## src/rtl/pc_pkg.sv

```systemverilog
// ---------------------------------------------------------------------------
// pc_pkg
//   Shared definitions for the fetch-stage program counter and its neighbours
//   (fetch and branch units reuse the default width/step constants).
//   Contents:
//     PC_ADDR_W / PC_INC  default PC width and sequential step
//     pc_sel_e            next-PC source, listed in priority order
//     pc_priority()       priority encoder stall > load > call > ret > br > inc
//     sext()              sign-extends the low w bits of a value to 64 bits
// ---------------------------------------------------------------------------
package pc_pkg;

    localparam int PC_ADDR_W = 16;
    localparam int PC_INC    = 1;

    typedef enum logic [2:0] {
        PC_SEL_STALL = 3'd0,
        PC_SEL_LOAD  = 3'd1,
        PC_SEL_CALL  = 3'd2,
        PC_SEL_RET   = 3'd3,
        PC_SEL_BR    = 3'd4,
        PC_SEL_INC   = 3'd5
    } pc_sel_e;

    // Only the highest-priority request wins; the rest are dropped entirely,
    // which is what keeps push and pop from ever meeting in one cycle.
    function automatic pc_sel_e pc_priority(input logic stall,
                                            input logic load,
                                            input logic call,
                                            input logic ret,
                                            input logic br);
        if (stall)     return PC_SEL_STALL;
        else if (load) return PC_SEL_LOAD;
        else if (call) return PC_SEL_CALL;
        else if (ret)  return PC_SEL_RET;
        else if (br)   return PC_SEL_BR;
        else           return PC_SEL_INC;
    endfunction

    // Sign-extend the low w bits of val (1 <= w <= 64). Callers size-cast the
    // result down to their own PC width, so the function stays width-agnostic.
    function automatic logic [63:0] sext(input logic [63:0]   val,
                                         input int unsigned   w);
        logic [63:0] sign;
        logic [63:0] mask;
        sign = 64'(1) << (w - 1);
        mask = (sign << 1) - 64'(1);
        return ((val & mask) ^ sign) - sign;
    endfunction

endpackage

```

## src/rtl/prog_cntr_unit_if.sv

```systemverilog
// ---------------------------------------------------------------------------
// prog_cntr_unit_if
//   Request/status bundle between decode/execute and the program counter.
//   master : drives redirect requests, observes PC and stack status
//   slave  : the program counter itself
//   Signals:
//     stall, wrPC, dataIn, br_en, br_off, call_en, ret_en   requests
//     cnt, cnt_next, stk_empty, stk_full, stk_err           status
// ---------------------------------------------------------------------------
interface prog_cntr_unit_if #(
    parameter int ADDR_W = pc_pkg::PC_ADDR_W,
    parameter int OFF_W  = 8
);
    logic              stall;
    logic              wrPC;
    logic [ADDR_W-1:0] dataIn;
    logic              br_en;
    logic [OFF_W-1:0]  br_off;
    logic              call_en;
    logic              ret_en;
    logic [ADDR_W-1:0] cnt;
    logic [ADDR_W-1:0] cnt_next;
    logic              stk_empty;
    logic              stk_full;
    logic              stk_err;

    modport master (
        output stall, wrPC, dataIn, br_en, br_off, call_en, ret_en,
        input  cnt, cnt_next, stk_empty, stk_full, stk_err
    );

    modport slave (
        input  stall, wrPC, dataIn, br_en, br_off, call_en, ret_en,
        output cnt, cnt_next, stk_empty, stk_full, stk_err
    );
endinterface

```

## src/rtl/ret_addr_stack.sv

```systemverilog
// ---------------------------------------------------------------------------
// ret_addr_stack
//   Circular return-address stack. A push while full overwrites the oldest
//   entry and keeps the occupancy saturated; a pop while empty is ignored.
//   dout is the current top (read-first), valid whenever empty=0.
//   Ports:
//     clk, rst     clock / asynchronous active-high reset
//     push, pop    never both high (caller's priority guarantees it)
//     din          address to push
//     dout         top-of-stack
//     empty, full  occupancy status (from registered state)
//     ovf, unf     single-cycle pulses: push while full / pop while empty
// ---------------------------------------------------------------------------
module ret_addr_stack #(
    parameter int DEPTH = 8,
    parameter int W     = 16
) (
    input  logic         clk,
    input  logic         rst,
    input  logic         push,
    input  logic         pop,
    input  logic [W-1:0] din,
    output logic [W-1:0] dout,
    output logic         empty,
    output logic         full,
    output logic         ovf,
    output logic         unf
);
    localparam int PW = $clog2(DEPTH);
    localparam int CW = PW + 1;

    if (DEPTH < 2 || (DEPTH & (DEPTH - 1)) != 0) begin : g_bad_depth
        $error("ret_addr_stack: DEPTH must be a power of two >= 2");
    end

    logic [W-1:0]  mem [DEPTH];
    logic [PW-1:0] top_q;     // next free slot; wraps modulo DEPTH
    logic [CW-1:0] fill_q;    // occupancy, saturates at DEPTH

    assign empty = (fill_q == '0);
    assign full  = (fill_q == CW'(DEPTH));
    assign ovf   = push & full;
    assign unf   = pop & empty;
    assign dout  = mem[top_q - PW'(1)];

    // NOTE: sequential state is updated with non-blocking assignments only, so
    // every flop samples pre-edge values regardless of process ordering.
    always_ff @(posedge clk or posedge rst) begin
        if (rst) begin
            top_q  <= '0;
            fill_q <= '0;
        end else if (push) begin
            // When full, slot top_q holds the oldest entry, so advancing the
            // pointer overwrites it and the window slides by one.
            top_q <= top_q + PW'(1);
            if (!full) fill_q <= fill_q + CW'(1);
        end else if (pop && !empty) begin
            top_q  <= top_q - PW'(1);
            fill_q <= fill_q - CW'(1);
        end
    end

    // NOTE: the storage array has no reset; only the pointers do. Contents are
    // never observed while empty, and leaving memories unreset lets them map
    // onto plain RAM/register-file cells.
    always_ff @(posedge clk) begin
        if (push) mem[top_q] <= din;
    end

endmodule

```

## src/rtl/prog_cntr_unit.sv

```systemverilog
// ---------------------------------------------------------------------------
// prog_cntr_unit
//   Fetch-stage program counter: sequential increment, absolute load,
//   PC-relative branch, stall, and an optional call/return stack.
//   Priority per edge: stall > wrPC > call_en > ret_en > br_en > increment.
//   All PC arithmetic wraps modulo 2**ADDR_W without any flag.
//   Ports:
//     clk   rising-edge clock
//     rst   asynchronous active-high reset (cnt <= RST_VEC, stack cleared)
//     bus   prog_cntr_unit_if.slave: requests in, cnt/cnt_next/stk_* out
//   Build option:
//     CALL_STACK_EN  defined   -> ret_addr_stack instantiated, call pushes
//                               cnt+INC, ret pops (increment on empty).
//                    undefined -> no storage; call acts as wrPC, ret as a
//                               plain increment; stk_empty=1, stk_full=0,
//                               stk_err=0 constantly.
// ---------------------------------------------------------------------------
module prog_cntr_unit
    import pc_pkg::*;
#(
    parameter int                ADDR_W    = PC_ADDR_W,
    parameter int                INC       = PC_INC,
    parameter int                OFF_W     = 8,
    parameter logic [ADDR_W-1:0] RST_VEC   = '0,
    parameter int                STK_DEPTH = 8
) (
    input  logic               clk,
    input  logic               rst,
    prog_cntr_unit_if.slave    bus
);
    localparam logic [ADDR_W-1:0] INC_V = ADDR_W'(INC);

    if (STK_DEPTH < 2 || (STK_DEPTH & (STK_DEPTH - 1)) != 0) begin : g_bad_depth
        $error("prog_cntr_unit: STK_DEPTH must be a power of two >= 2");
    end

    logic [ADDR_W-1:0] cnt_q;
    logic [ADDR_W-1:0] cnt_d;
    logic [ADDR_W-1:0] off_ext;
    pc_sel_e           sel;

    assign sel     = pc_priority(bus.stall, bus.wrPC, bus.call_en,
                                 bus.ret_en, bus.br_en);
    assign off_ext = ADDR_W'(sext(64'(bus.br_off), OFF_W));

`ifdef CALL_STACK_EN
    logic              stk_push;
    logic              stk_pop;
    logic [ADDR_W-1:0] stk_top;
    logic              stk_empty_w;
    logic              stk_full_w;
    logic              stk_ovf;
    logic              stk_unf;
    logic              stk_err_q;

    ret_addr_stack #(
        .DEPTH (STK_DEPTH),
        .W     (ADDR_W)
    ) u_ras (
        .clk   (clk),
        .rst   (rst),
        .push  (stk_push),
        .pop   (stk_pop),
        .din   (cnt_q + INC_V),
        .dout  (stk_top),
        .empty (stk_empty_w),
        .full  (stk_full_w),
        .ovf   (stk_ovf),
        .unf   (stk_unf)
    );

    // Stall selects nothing that touches the stack, so the sticky flag holds
    // through stalls automatically.
    always_ff @(posedge clk or posedge rst) begin
        if (rst)                    stk_err_q <= 1'b0;
        else if (stk_ovf | stk_unf) stk_err_q <= 1'b1;
    end

    assign bus.stk_empty = stk_empty_w;
    assign bus.stk_full  = stk_full_w;
    assign bus.stk_err   = stk_err_q;
`else
    assign bus.stk_empty = 1'b1;
    assign bus.stk_full  = 1'b0;
    assign bus.stk_err   = 1'b0;
`endif

    // Next-PC mux. cnt_d is also exported as cnt_next, so this is exactly the
    // value cnt takes at the coming edge.
    // NOTE: every output of this block gets a default before the case, so no
    // path leaves a variable unassigned and no latch is inferred.
    always_comb begin
        cnt_d = cnt_q;
`ifdef CALL_STACK_EN
        stk_push = 1'b0;
        stk_pop  = 1'b0;
`endif
        unique case (sel)
            PC_SEL_STALL: cnt_d = cnt_q;
            PC_SEL_LOAD:  cnt_d = bus.dataIn;
            PC_SEL_CALL: begin
                cnt_d = bus.dataIn;
`ifdef CALL_STACK_EN
                stk_push = 1'b1;
`endif
            end
            PC_SEL_RET: begin
`ifdef CALL_STACK_EN
                // Pop is requested even when empty so the stack reports the
                // underflow; the PC then falls through to a plain increment.
                stk_pop = 1'b1;
                cnt_d   = stk_empty_w ? (cnt_q + INC_V) : stk_top;
`else
                cnt_d = cnt_q + INC_V;
`endif
            end
            PC_SEL_BR:    cnt_d = cnt_q + off_ext;
            default:      cnt_d = cnt_q + INC_V;
        endcase
    end

    always_ff @(posedge clk or posedge rst) begin
        if (rst) cnt_q <= RST_VEC;
        else     cnt_q <= cnt_d;
    end

    assign bus.cnt      = cnt_q;
    assign bus.cnt_next = cnt_d;

endmodule

```

## src/flat_wrapper.sv

```systemverilog
// flat-port wrapper written by rule: the top's interface ports become plain ports
module prog_cntr_unit_flat import pc_pkg::*;
#(
    parameter int                ADDR_W    = PC_ADDR_W,
    parameter int                INC       = PC_INC,
    parameter int                OFF_W     = 8,
    parameter logic [ADDR_W-1:0] RST_VEC   = '0,
    parameter int                STK_DEPTH = 8
)
  (clk, rst, bus_stall, bus_wrPC, bus_dataIn, bus_br_en, bus_br_off, bus_call_en, bus_ret_en, bus_cnt, bus_cnt_next, bus_stk_empty, bus_stk_full, bus_stk_err);
  prog_cntr_unit_if #(.ADDR_W(ADDR_W), .OFF_W(OFF_W)) bus_i ();
  input  logic clk;
  input  logic rst;
  input wire logic [$bits(bus_i.stall)-1:0] bus_stall;
  input wire logic [$bits(bus_i.wrPC)-1:0] bus_wrPC;
  input wire logic [$bits(bus_i.dataIn)-1:0] bus_dataIn;
  input wire logic [$bits(bus_i.br_en)-1:0] bus_br_en;
  input wire logic [$bits(bus_i.br_off)-1:0] bus_br_off;
  input wire logic [$bits(bus_i.call_en)-1:0] bus_call_en;
  input wire logic [$bits(bus_i.ret_en)-1:0] bus_ret_en;
  output wire logic [$bits(bus_i.cnt)-1:0] bus_cnt;
  output wire logic [$bits(bus_i.cnt_next)-1:0] bus_cnt_next;
  output wire logic [$bits(bus_i.stk_empty)-1:0] bus_stk_empty;
  output wire logic [$bits(bus_i.stk_full)-1:0] bus_stk_full;
  output wire logic [$bits(bus_i.stk_err)-1:0] bus_stk_err;
  assign bus_i.stall = bus_stall;
  assign bus_i.wrPC = bus_wrPC;
  assign bus_i.dataIn = bus_dataIn;
  assign bus_i.br_en = bus_br_en;
  assign bus_i.br_off = bus_br_off;
  assign bus_i.call_en = bus_call_en;
  assign bus_i.ret_en = bus_ret_en;
  assign bus_cnt = bus_i.cnt;
  assign bus_cnt_next = bus_i.cnt_next;
  assign bus_stk_empty = bus_i.stk_empty;
  assign bus_stk_full = bus_i.stk_full;
  assign bus_stk_err = bus_i.stk_err;
  prog_cntr_unit #(.ADDR_W(ADDR_W), .INC(INC), .OFF_W(OFF_W), .RST_VEC(RST_VEC), .STK_DEPTH(STK_DEPTH)) u_core (.clk(clk), .rst(rst), .bus(bus_i));
endmodule
```

## config.mk

```make
export PLATFORM = sky130hd
export DESIGN_NAME = prog_cntr_unit_flat
export DESIGN_NICKNAME = d
export VERILOG_FILES = /design/src/rtl/pc_pkg.sv /design/src/rtl/prog_cntr_unit_if.sv /design/src/rtl/ret_addr_stack.sv /design/src/rtl/prog_cntr_unit.sv /design/src/flat_wrapper.sv
export SDC_FILE = /design/constraint.sdc
export NUM_CORES = 1
export LEC_CHECK = 0
export BUFFER_PORTS_ARGS = -buffer_cell sky130_fd_sc_hd__buf_4
export CORE_UTILIZATION = 42
export CTS_CLUSTER_DIAMETER = 200
export DETAILED_ROUTE_END_ITERATION = 6
export PLACE_DENSITY = 0.87
export SETUP_SLACK_MARGIN = 0.15
export SLEW_MARGIN = 20
export SYNTH_ARGS = -nofsm -noshare
export SYNTH_HDL_FRONTEND = slang
export SYNTH_SLANG_ARGS = --single-unit
```

## constraint.sdc

```tcl
create_clock -name clk -period 4.7 [get_ports clk]
set_clock_uncertainty 0.1 [all_clocks]
set_input_delay 0.94 -clock clk [delete_from_list [all_inputs] [get_ports clk]]
set_output_delay 0.94 -clock clk [all_outputs]
set_load 0.005 [all_outputs]
```

==> metrics.txt <==
status complete, but fails checks; failing checks negative setup slack; Rows 20; Final Non-Filler Cells 294; Hold Path Class flip-flop to flip-flop; synth warn 0; Slew HR 0.556; worst hold slack 475 ps; Setup CP Type primary input to primary output; Main synth FF type dfrtp_1; Reg with most FFs u_core.bus.cnt; max reg flops 16; synthesized area per cell 8.32 µm²; Worst EP arrival 3690 ps; maximum fanout along the worst path 4; Wirelength per Cell 14.6 µm; most used routing layer met2; vias in the first global route 1500; Leak 1.05 nW; Worst R2R Setup Slack 2230 ps; actual slew at the worst max-slew pin 665 ps; Fill cells 224; I/O Buffers 62; dpl cells 281; initial core utilization 0.455; clk sink count 16; Post-Syn Instances 171; I/O pins 66; final period utilization 1.01; DR pass1 iterations 4; Tot Pwr 486 µW; Reg2Reg Launch Point u_core.bus.cnt[0]$_DFF_PP0_; grt met1 use 0.273; critical hold path startpoint u_core.bus.cnt[0]$_DFF_PP0_; fraction of layout cells with a size suffix above 1 0.484; Seq cells post-synth 16; Top Registers u_core.bus.cnt (16); CTS Buf Count 3; asr flop ratio synth 1.00; Final Hold Viols 0; max-slew violation count 0; Synth Cell Area 0.00142 mm²; DRT iter0 DRCs 44; Vias 1604; core area 0.00313 mm²; met2 GRT Util 0.392; Cell Pwr Density 214 mW/mm²; first-pass GRT wire length 6300 µm; Overflow after GRT 0; Worst EP required 3660 ps; Worst Setup SP bus_call_en; CTS Hold Bufs 0; clk slew on worst S/H paths 110 ps; Post-Route Setup TNS -45.3 ps; Post-synth EDFFs 0; hpwl dp 2990 µm; clk_lat worst skew 300 ps; worst setup margin -25.2 ps; most frequent cells in the layout buf_4 (77), nand2_1 (16), dfrtp_1 (16); vias per inst 5.46; Max Buffers Root-to-Sink 2; grt met3 use 0.0411; WHS Path Cells 2; CP endpoint kind primary output; Total Routed Length 4300 µm; f_max 212 MHz; RR Endpoint u_core.bus.cnt[12]$_DFF_PP0_; DRC 0; fin nets 290; initial antenna violation count 0; Distinct cells, synth 45; Max-Cap Viols 0; Sequential cell area 400 µm²; # diodes 0; DRT antenna net count 0; min Tclk post-route 4730 ps; sequential area share after synthesis 0.281; GPL Wtd Cong 0.893; startpoint class of the critical path primary input; H-Tree Depth 1; CTS tree yes; Post-Route Utilization 0.725; area of the multi-input gates 0.00111 mm²; Max VDD drop 0.152 mV; commonest non-fill, non-tap cell in the layout buf_4; largest net degree at the start of global routing 30; # setup viols final 2; cell count of the worst reg-to-reg path 9; RSZ-0062 raised after global routing true; Hold EP u_core.bus.cnt[0]$_DFF_PP0_; clk root buf clkbuf_4; Die Ht 60.2 µm; die area 0.00362 mm²; All-Layer GR Usage 0.230; synth-to-layout area growth 59.5%; Horiz. Die Dim 60.2 µm
==> logic make-up after synthesis <==
logic type | after synthesis | share of synthesized area
AO/OA/AOI/OAI | 53 | 0.252
XOR/XNOR | 4 | 0.0246
adder cells (fa/ha/maj) | 8 | 0.0756
buffers and inverters | 14 | 0.0449
flip-flops | 16 | 0.281
multiplexers | 9 | 0.0642
other | 2 | 0.00528
AND/OR/NAND/NOR | 65 | 0.252
==> layer usage <==
metal,up-vias,wire [µm],share of wire
met4,0,106,0.025
met2,62,2110,0.49
met1,748,1840,0.43
li1,782,-,-
met5,-,0,0
met3,12,240,0.056
==> power by group <==
| group | internal (mW) | total (mW) | switching [mW] |
|---|---|---|---|
| Combinational | 0.121 | 0.210 | 0.0888 |
| Sequential | 0.155 | 0.180 | 0.0251 |
| Clock | 0.0473 | 0.0962 | 0.0489 |
| Total | 0.323 | 0.486 | 0.163 |
==> cell usage after synthesis (3+ instances only) <==
library cell  instances  area (µm²)
buf_4                 3        22.5
clkbuf_1              4        15.0
nand3_1               7        35.0
or3_1                 3        18.8
a2bb2oi_1             4        35.0
nor3_1                4        20.0
o21ai_0              11        55.1
and3_1                4        25.0
a21oi_1              13        65.1
inv_1                 5        18.8
xnor2_1               4        35.0
nand2_1              17        63.8
nor2_1               13        48.8
mux2i_1               8        80.1
a21o_1                3        22.5
ha_1                  7        87.6
dfrtp_1              16         400
and2_1                7        43.8
a211oi_1              3        22.5
o22ai_1               4        25.0
==> what timing repair did <==
| item | CTS | global route |
|---|---|---|
| setup buffers | 4 | 5 |
| pin swaps | 9 | 10 |
| setup endpoints to repair | 10 | 12 |
| resized for setup | 12 | 23 |
==> per-stage QoR <==
stage | setup WS, ps | instance area (µm²)
finish | -25.2 | 2270
detailed placement | -130 | 2010
global placement | -15.7 | 2010
floorplan | 170 | 1440
CTS | 38.5 | 2110
global route | -206 | 2270
==> final cells by class <==
type	count	share of cell area
clock buffers	4	0.0160
inverters	5	0.00827
multi-input cells	142	0.490
flip-flops and latches	16	0.177
well taps	44	0.0243
repair buffers	83	0.285
==> critical path: stages <==
cell and delay [ps]:
buf_6 90, or2_4 250, nor4b_4 290, nand2b_1 120, ha_2 220, fa_2 360
a211oi_2 240, o21bai_1 110, a31o_2 250, buf_4 150, mux2i_4 180, o311ai_1 230
buf_4 160, buf_6 80
==> how the worst max path moves through the flow <==
stage | to | slack (ps)
floorplan | bus_cnt_next[8] | 170
global placement | bus_cnt_next[8] | -20
detailed placement | bus_cnt_next[8] | -130
CTS | bus_cnt_next[8] | 40
global route | bus_cnt_next[8] | -210
finish | bus_cnt_next[12] | -30
No activity file was read; power rests on OpenSTA's default activity.
